[src/rtl/l1_pkg.sv]
// Shared constants and types for the L1 stream buffer fill (write) and read ports.
package l1_pkg;

    localparam int unsigned nstrms       = 64;
    localparam int unsigned nstrms_width = $clog2(nstrms);
    localparam int unsigned nlines       = 4;
    localparam int unsigned nlines_width = $clog2(nlines);
    localparam int unsigned cl_size      = 8;
    localparam int unsigned word_width   = 64;
    localparam int unsigned addr_width   = nstrms_width + nlines_width;
    localparam int unsigned line_width   = cl_size * word_width;

    typedef struct packed {
        logic [nstrms_width-1:0] sid;
        logic [nlines_width-1:0] line;
    } line_addr_t;

    typedef logic [line_width-1:0] cl_data_t;
    typedef logic [nstrms-1:0]     strm_vec_t;

endpackage

[src/rtl/l1_wr_port_if.sv]
// Fill-side bus of the L1 write port: L2 line input, BRAM write output, per-stream flags.
interface l1_wr_port_if;
    import l1_pkg::*;

    logic                    i_fill_v;
    logic                    i_fill_r;
    logic [nstrms_width-1:0] i_fill_sid;
    cl_data_t                i_fill_data;
    logic                    i_fill_end;
    logic                    o_wr_v;
    logic                    o_wr_r;
    line_addr_t              o_wr_addr;
    cl_data_t                o_wr_data;
    strm_vec_t               i_line_free;
    strm_vec_t               i_strm_rst;
    strm_vec_t               o_line_v;
    strm_vec_t               o_full;
    strm_vec_t               o_single_v;
    strm_vec_t               o_rst_end;
    logic                    o_err;

    modport slave (
        input  i_fill_v, i_fill_sid, i_fill_data, i_fill_end, o_wr_r, i_line_free, i_strm_rst,
        output i_fill_r, o_wr_v, o_wr_addr, o_wr_data, o_line_v, o_full, o_single_v, o_rst_end,
               o_err
    );

    modport master (
        output i_fill_v, i_fill_sid, i_fill_data, i_fill_end, o_wr_r, i_line_free, i_strm_rst,
        input  i_fill_r, o_wr_v, o_wr_addr, o_wr_data, o_line_v, o_full, o_single_v, o_rst_end,
               o_err
    );

endinterface

[src/rtl/l1_wr_strm_state.sv]
// Per-stream write pointer, line occupancy count and end-of-stream flag.
module l1_wr_strm_state
    import l1_pkg::*;
(
    input  logic                    clk,
    input  logic                    reset,
    input  logic                    wr,
    input  logic                    free,
    input  logic                    wr_end,
    input  logic                    strm_rst,
    output logic [nlines_width-1:0] wr_line,
    output logic                    line_v,
    output logic                    full,
    output logic                    single_v,
    output logic                    end_flag,
    output logic                    err
);

    localparam logic [nlines_width:0] cnt_full = (nlines_width + 1)'(nlines);
    localparam logic [nlines_width:0] cnt_one  = (nlines_width + 1)'(1);

    logic [nlines_width:0]   count_q, count_d;
    logic [nlines_width-1:0] wr_line_q;
    logic                    line_v_q, full_q, single_q, end_q;

    always_comb begin
        count_d = count_q;
        err     = 1'b0;
        if (strm_rst) begin
            count_d = '0;
        end else if (wr && !free) begin
            count_d = count_q + 1'b1;
        end else if (free && !wr) begin
            if (count_q == '0) err = 1'b1;
            else               count_d = count_q - 1'b1;
        end
    end

    always_ff @(posedge clk) begin
        if (reset) begin
            count_q   <= '0;
            wr_line_q <= '0;
            line_v_q  <= 1'b0;
            full_q    <= 1'b0;
            single_q  <= 1'b0;
            end_q     <= 1'b0;
        end else begin
            count_q  <= count_d;
            line_v_q <= wr;
            // Flags decode the next count so they never lag the write that fills the stream.
            full_q   <= (count_d == cnt_full);
            single_q <= (count_d == cnt_one);
            if (strm_rst) begin
                wr_line_q <= '0;
                end_q     <= 1'b0;
            end else if (wr) begin
                wr_line_q <= wr_line_q + 1'b1;
                end_q     <= end_q | wr_end;
            end
        end
    end

    assign wr_line  = wr_line_q;
    assign line_v   = line_v_q;
    assign full     = full_q;
    assign single_v = single_q;
    assign end_flag = end_q;

endmodule

[src/rtl/l1_wr_port.sv]
// L1 stream buffer fill port: one s1 register, BRAM line write issue and per-stream tracking.
module l1_wr_port
    import l1_pkg::*;
(
    input logic          clk,
    input logic          reset,
    l1_wr_port_if.slave  bus
);

    logic                    s1_v_q;
    logic [nstrms_width-1:0] s1_sid_q;
    cl_data_t                s1_data_q;
    logic                    s1_end_q;
    logic                    err_q;

    logic [nlines_width-1:0] wr_line [nstrms];
    strm_vec_t               wr_hit, line_v, full, single_v, end_flag, strm_err;

    logic       wr_v, wr_hs, drop, late_fill, s1_done, fill_r;
    line_addr_t wr_addr;
    cl_data_t   wr_data;

    // A stream reset on the held line's stream discards it silently, so it also blocks the write.
    assign drop      = s1_v_q & bus.i_strm_rst[s1_sid_q];
    assign late_fill = s1_v_q & end_flag[s1_sid_q] & ~drop;
    assign wr_v      = s1_v_q & ~full[s1_sid_q] & ~end_flag[s1_sid_q] & ~bus.i_strm_rst[s1_sid_q];
    assign wr_hs     = wr_v & bus.o_wr_r;
    assign s1_done   = wr_hs | drop | late_fill;
    assign fill_r    = ~s1_v_q | s1_done;
    assign wr_hit    = strm_vec_t'(wr_hs) << s1_sid_q;

    always_ff @(posedge clk) begin
        if (reset) begin
            s1_v_q    <= 1'b0;
            s1_sid_q  <= '0;
            s1_data_q <= '0;
            s1_end_q  <= 1'b0;
            err_q     <= 1'b0;
        end else begin
            if (bus.i_fill_v && fill_r) begin
                s1_v_q    <= 1'b1;
                s1_sid_q  <= bus.i_fill_sid;
                s1_data_q <= bus.i_fill_data;
                s1_end_q  <= bus.i_fill_end;
            end else if (s1_done) begin
                s1_v_q <= 1'b0;
            end
            err_q <= err_q | late_fill | (|strm_err);
        end
    end

    always_comb begin
        wr_addr = '0;
        wr_data = '0;
        if (wr_v) begin
            wr_addr.sid  = s1_sid_q;
            wr_addr.line = wr_line[s1_sid_q];
            wr_data      = s1_data_q;
        end
    end

    for (genvar s = 0; s < nstrms; s++) begin : g_strm
        l1_wr_strm_state u_state (
            .clk      (clk),
            .reset    (reset),
            .wr       (wr_hit[s]),
            .free     (bus.i_line_free[s]),
            .wr_end   (s1_end_q),
            .strm_rst (bus.i_strm_rst[s]),
            .wr_line  (wr_line[s]),
            .line_v   (line_v[s]),
            .full     (full[s]),
            .single_v (single_v[s]),
            .end_flag (end_flag[s]),
            .err      (strm_err[s])
        );
    end

    assign bus.i_fill_r   = fill_r;
    assign bus.o_wr_v     = wr_v;
    assign bus.o_wr_addr  = wr_addr;
    assign bus.o_wr_data  = wr_data;
    assign bus.o_line_v   = line_v;
    assign bus.o_full     = full;
    assign bus.o_single_v = single_v;
    assign bus.o_rst_end  = end_flag;
    assign bus.o_err      = err_q;

endmodule

[src/flat_wrapper.sv]
// flat-port wrapper written by rule: the top's interface ports become plain ports
module l1_wr_port_flat import l1_pkg::*;
  (clk, reset, bus_i_fill_v, bus_i_fill_sid, bus_i_fill_data, bus_i_fill_end, bus_o_wr_r, bus_i_line_free, bus_i_strm_rst, bus_i_fill_r, bus_o_wr_v, bus_o_wr_addr, bus_o_wr_data, bus_o_line_v, bus_o_full, bus_o_single_v, bus_o_rst_end, bus_o_err);
  l1_wr_port_if bus_i ();
  input logic clk;
  input logic reset;
  input wire logic [$bits(bus_i.i_fill_v)-1:0] bus_i_fill_v;
  input wire logic [$bits(bus_i.i_fill_sid)-1:0] bus_i_fill_sid;
  input wire logic [$bits(bus_i.i_fill_data)-1:0] bus_i_fill_data;
  input wire logic [$bits(bus_i.i_fill_end)-1:0] bus_i_fill_end;
  input wire logic [$bits(bus_i.o_wr_r)-1:0] bus_o_wr_r;
  input wire logic [$bits(bus_i.i_line_free)-1:0] bus_i_line_free;
  input wire logic [$bits(bus_i.i_strm_rst)-1:0] bus_i_strm_rst;
  output wire logic [$bits(bus_i.i_fill_r)-1:0] bus_i_fill_r;
  output wire logic [$bits(bus_i.o_wr_v)-1:0] bus_o_wr_v;
  output wire logic [$bits(bus_i.o_wr_addr)-1:0] bus_o_wr_addr;
  output wire logic [$bits(bus_i.o_wr_data)-1:0] bus_o_wr_data;
  output wire logic [$bits(bus_i.o_line_v)-1:0] bus_o_line_v;
  output wire logic [$bits(bus_i.o_full)-1:0] bus_o_full;
  output wire logic [$bits(bus_i.o_single_v)-1:0] bus_o_single_v;
  output wire logic [$bits(bus_i.o_rst_end)-1:0] bus_o_rst_end;
  output wire logic [$bits(bus_i.o_err)-1:0] bus_o_err;
  assign bus_i.i_fill_v = bus_i_fill_v;
  assign bus_i.i_fill_sid = bus_i_fill_sid;
  assign bus_i.i_fill_data = bus_i_fill_data;
  assign bus_i.i_fill_end = bus_i_fill_end;
  assign bus_i.o_wr_r = bus_o_wr_r;
  assign bus_i.i_line_free = bus_i_line_free;
  assign bus_i.i_strm_rst = bus_i_strm_rst;
  assign bus_i_fill_r = bus_i.i_fill_r;
  assign bus_o_wr_v = bus_i.o_wr_v;
  assign bus_o_wr_addr = bus_i.o_wr_addr;
  assign bus_o_wr_data = bus_i.o_wr_data;
  assign bus_o_line_v = bus_i.o_line_v;
  assign bus_o_full = bus_i.o_full;
  assign bus_o_single_v = bus_i.o_single_v;
  assign bus_o_rst_end = bus_i.o_rst_end;
  assign bus_o_err = bus_i.o_err;
  l1_wr_port u_core (.clk(clk), .reset(reset), .bus(bus_i));
endmodule
[config.mk]
export PLATFORM = sky130hd
export DESIGN_NAME = l1_wr_port_flat
export DESIGN_NICKNAME = d
export VERILOG_FILES = /design/src/rtl/l1_pkg.sv /design/src/rtl/l1_wr_port_if.sv /design/src/rtl/l1_wr_strm_state.sv /design/src/rtl/l1_wr_port.sv /design/src/flat_wrapper.sv
export SDC_FILE = /design/constraint.sdc
export NUM_CORES = 2
export LEC_CHECK = 0
export ABC_CLOCK_PERIOD_IN_PS = 14050
export CORE_AREA = 4 4 554 556
export CTS_CLUSTER_SIZE = 10
export DETAILED_ROUTE_END_ITERATION = 7
export DIE_AREA = 0 0 558 560
export DONT_BUFFER_PORTS = 1
export PLACE_DENSITY = 0.3
export SETUP_SLACK_MARGIN = 0.1
export SLEW_MARGIN = 20
export SYNTH_ARGS = -nofsm -noshare
export SYNTH_HDL_FRONTEND = slang
export SYNTH_SLANG_ARGS = --single-unit
[constraint.sdc]
create_clock -name clk -period 14.05 [get_ports clk]
set_clock_uncertainty 0.05 [all_clocks]
set_input_delay 2.81 -clock clk [delete_from_list [all_inputs] [get_ports clk]]
set_output_delay 2.81 -clock clk [all_outputs]
set_load 0.01 [all_outputs]
==> metrics <==
Max Freq=107 MHz; EDFF count, synth=0; utilization after layout=20.7%; FF-to-FF End=u_core.bus.o_err$_SDFF_PP0_; top cells by area, synth=dfxtp_1 (40%), nand2_1 (8.2%), a21oi_1 (6.3%); clock slew at reported path FFs=50 ps; first-pass GRT wire length=463 mm; routed length per placed instance=34.7 µm; Overflow after GRT=0; startpoint class of the critical path=input pin; largest net degree at the start of global routing=857; hold endpoint=u_core.s1_data_q[86]$_SDFFE_PP0P_; pre-CTS setup slack=4720 ps; Starting DRT DRC Count=4219; Synthesized Nets=7550; Bufs on Longest Clock Path=4; Final WS setup=4670 ps; placed cell count=10000; status=finished, final reports clean; r2r startpoint=u_core.s1_sid_q[0]$_SDFFE_PP0P_; yosys warns=0; RePlAce Congestion=0.922; CTS Hold Bufs=0; fin crit period=9380 ps; CP required=11190 ps; Yosys reg bits=1097; Layout Cells excl Fill=10400; area share of the largest cell type after synthesis=39.8%; global-route usage over all layers=22.0%; Vias=47500; CTS Buf Count=161; Post-Route WL=360 mm; die area=0.312 mm²; Worst Setup End Kind=output pin; root buffer cell=clkbuf_16; hold_ws=401 ps; drt drc=0; Critical Setup Path Class=in -> out; top_reg_cell synth=dfxtp_1; post-synthesis async set-or-reset flop share=0%; Slew Limit Fails=0; R2R setup slack=7020 ps; Critical Path Fanout Max=236; vias in the first global route=45700; ANT nets after route=0; Cell Pwr Density=132 mW/mm²; Peak VDD IR=73.7 µV; hpwl dp=290 mm; max_cap viols=0; CTS H-tree lvls=4; area leader, netlist=dfxtp_1; Nets=7053; worst-margin pin slew=1170 ps; Core Area=0.302 mm²; Area Overhead vs Synth=13.6%; HP Class=reg -> reg; unrepaired setup endpoints after global routing=no; Die Span Y=560 µm; clk sinks=1097; clock latency on the worst-skew pair=820 ps; port bufs=0; Static Leak=24.3 nW; Post-CTS Setup Bufs=0; I/O pin cnt=1430; Hold Path Stages=2; area of the multi-input gates=0.0287 mm²; worst path arrival time=6520 ps; relative slew slack=21.8%; setup TNS=0 ps; Setup Viol. Count Final=0; DIE WIDTH=558 µm; layout cells sized above 1=8.64%; sequential area share after synthesis=39.8%; initial antenna violation count=161; R2R cell count=14; final period utilization=66.8%; # rows=202; Initial Util=18.3%; Fin. Hold Viols=0; Mapped Cells=6707; TritonRoute pass-1 iters=5; Post-Syn Area per Cell=8.22 µm²; Vias/cell=4.58; Cell Area, Synth=0.0552 mm²; hold path startpoint=u_core.s1_data_q[86]$_SDFFE_PP0P_; post-synthesis cell type count=86; # fillers=33500; TritonCTS clock tree=built; # resized after CTS=0; Seq. cell area=0.0220 mm²
==> metal layers <==
layer | part of all wire, % | global-route usage [%] | up-vias
met5 | 0.23 | 0 | -
met2 | 50 | 38.7 | 1760
met1 | 38 | 24.3 | 23200
met3 | 8.5 | 7.49 | 521
li1 | - | - | 21900
met4 | 4.2 | 8.26 | 132
==> cell type report <==
class	instances	area share, %
tap	3978	7.94
inverter	201	1.20
multi-input combinational	4665	45.8
clock inverter	39	0.793
sequential	1097	35.1
timing repair buffer	84	1.40
antenna	54	0.216
clock buffer	248	7.61
==> cells in the mapped netlist (all sizes together), types with 121 or more instances <==
library cell	n
nand2	1210
dfxtp	1097
a21oi	693
and3	553
nor2	412
clkbuf	400
buf	344
inv	200
nor3	194
ha	192
o21ai	130
xnor2	121
==> kinds of logic after synthesis <==
group | Yosys count | synth area share [%]
AOI/OAI and AO/OA | 1046 | 10.6
xor gates and xnor gates | 216 | 3.43
adders and majority gates | 192 | 4.36
buffers and inverters | 945 | 8.35
DFF | 1097 | 39.8
muxes | 207 | 5.65
and+or+nand+nor | 3004 | 27.8
==> worst max-delay path: stages <==
cell and delay, ps:
mux4_2 480, mux2i_1 700, o221ai_1 310, nand2_1 260
and3_4 430, buf_12 300, buf_16 320, and3_1 380
==> cells in the final DEF, fill, tap and decap left out, types with 50 or more instances in the layout <==
master,Yosys,layout
nor3b_1,52,51
xnor2_1,121,121
nor4_1,52,50
dfxtp_1,1097,1093
buf_4,262,68
mux2i_1,101,101
inv_1,200,200
diode_2,0,54
nor2b_1,58,58
and3_1,553,551
nor3_1,184,183
nor2_1,411,410
clkbuf_16,0,163
nand2_1,1210,1209
nor4b_1,71,68
ha_1,192,192
xor2_1,95,95
mux4_2,81,81
nand3_1,95,95
a21oi_1,693,693
o21ai_0,123,123
==> power by group <==
group / internal, mW / switching (mW)
clock: 2.48 / 1.68
combinational: 0.171 / 0.534
sequential: 3.21 / 0.200
==> stage by stage <==
| step | instance area (µm²) | power, mW |
|---|---|---|
| after floorplan | 55200 | 3.78 |
| after global placement | 57000 | 4.14 |
| after detailed placement | 57100 | 4.15 |
| after CTS | 62300 | 8.40 |
| after global routing | 62600 | 8.60 |
| final | 62700 | 8.28 |
==> how the worst max path moves through the flow <==
stage                                          startpoint  slack [ps]            endpoint  depth (start not counted)
final                                   bus_i_strm_rst[7]        4670  bus_o_wr_data[481]                          8
after global routing      u_core.s1_sid_q[0]$_SDFFE_PP0P_        4430  bus_o_wr_data[350]                         11
after CTS                 u_core.s1_sid_q[0]$_SDFFE_PP0P_        4400  bus_o_wr_data[350]                         11
after detailed placement                bus_i_strm_rst[7]        4720  bus_o_wr_data[440]                          7
after global placement                  bus_i_strm_rst[7]        4790  bus_o_wr_data[440]                          7
after floorplan                        bus_i_strm_rst[63]        5610  bus_o_wr_data[100]                         12
==> flip-flops by register name, summed over array words and instances, names as in the netlist <==
name	count
u_core.g_strm.u_state.line_v	64
u_core.g_strm.u_state.wr_line	128
u_core.s1_sid_q	6
u_core.s1_v_q	1
u_core.bus.o_err	1
u_core.s1_end_q	1
u_core.g_strm.u_state.count_q	192
u_core.g_strm.u_state.full	64
u_core.s1_data_q	512
u_core.g_strm.u_state.single_v	64
u_core.g_strm.u_state.end_flag	64
Power figures use the tool's default switching activity.
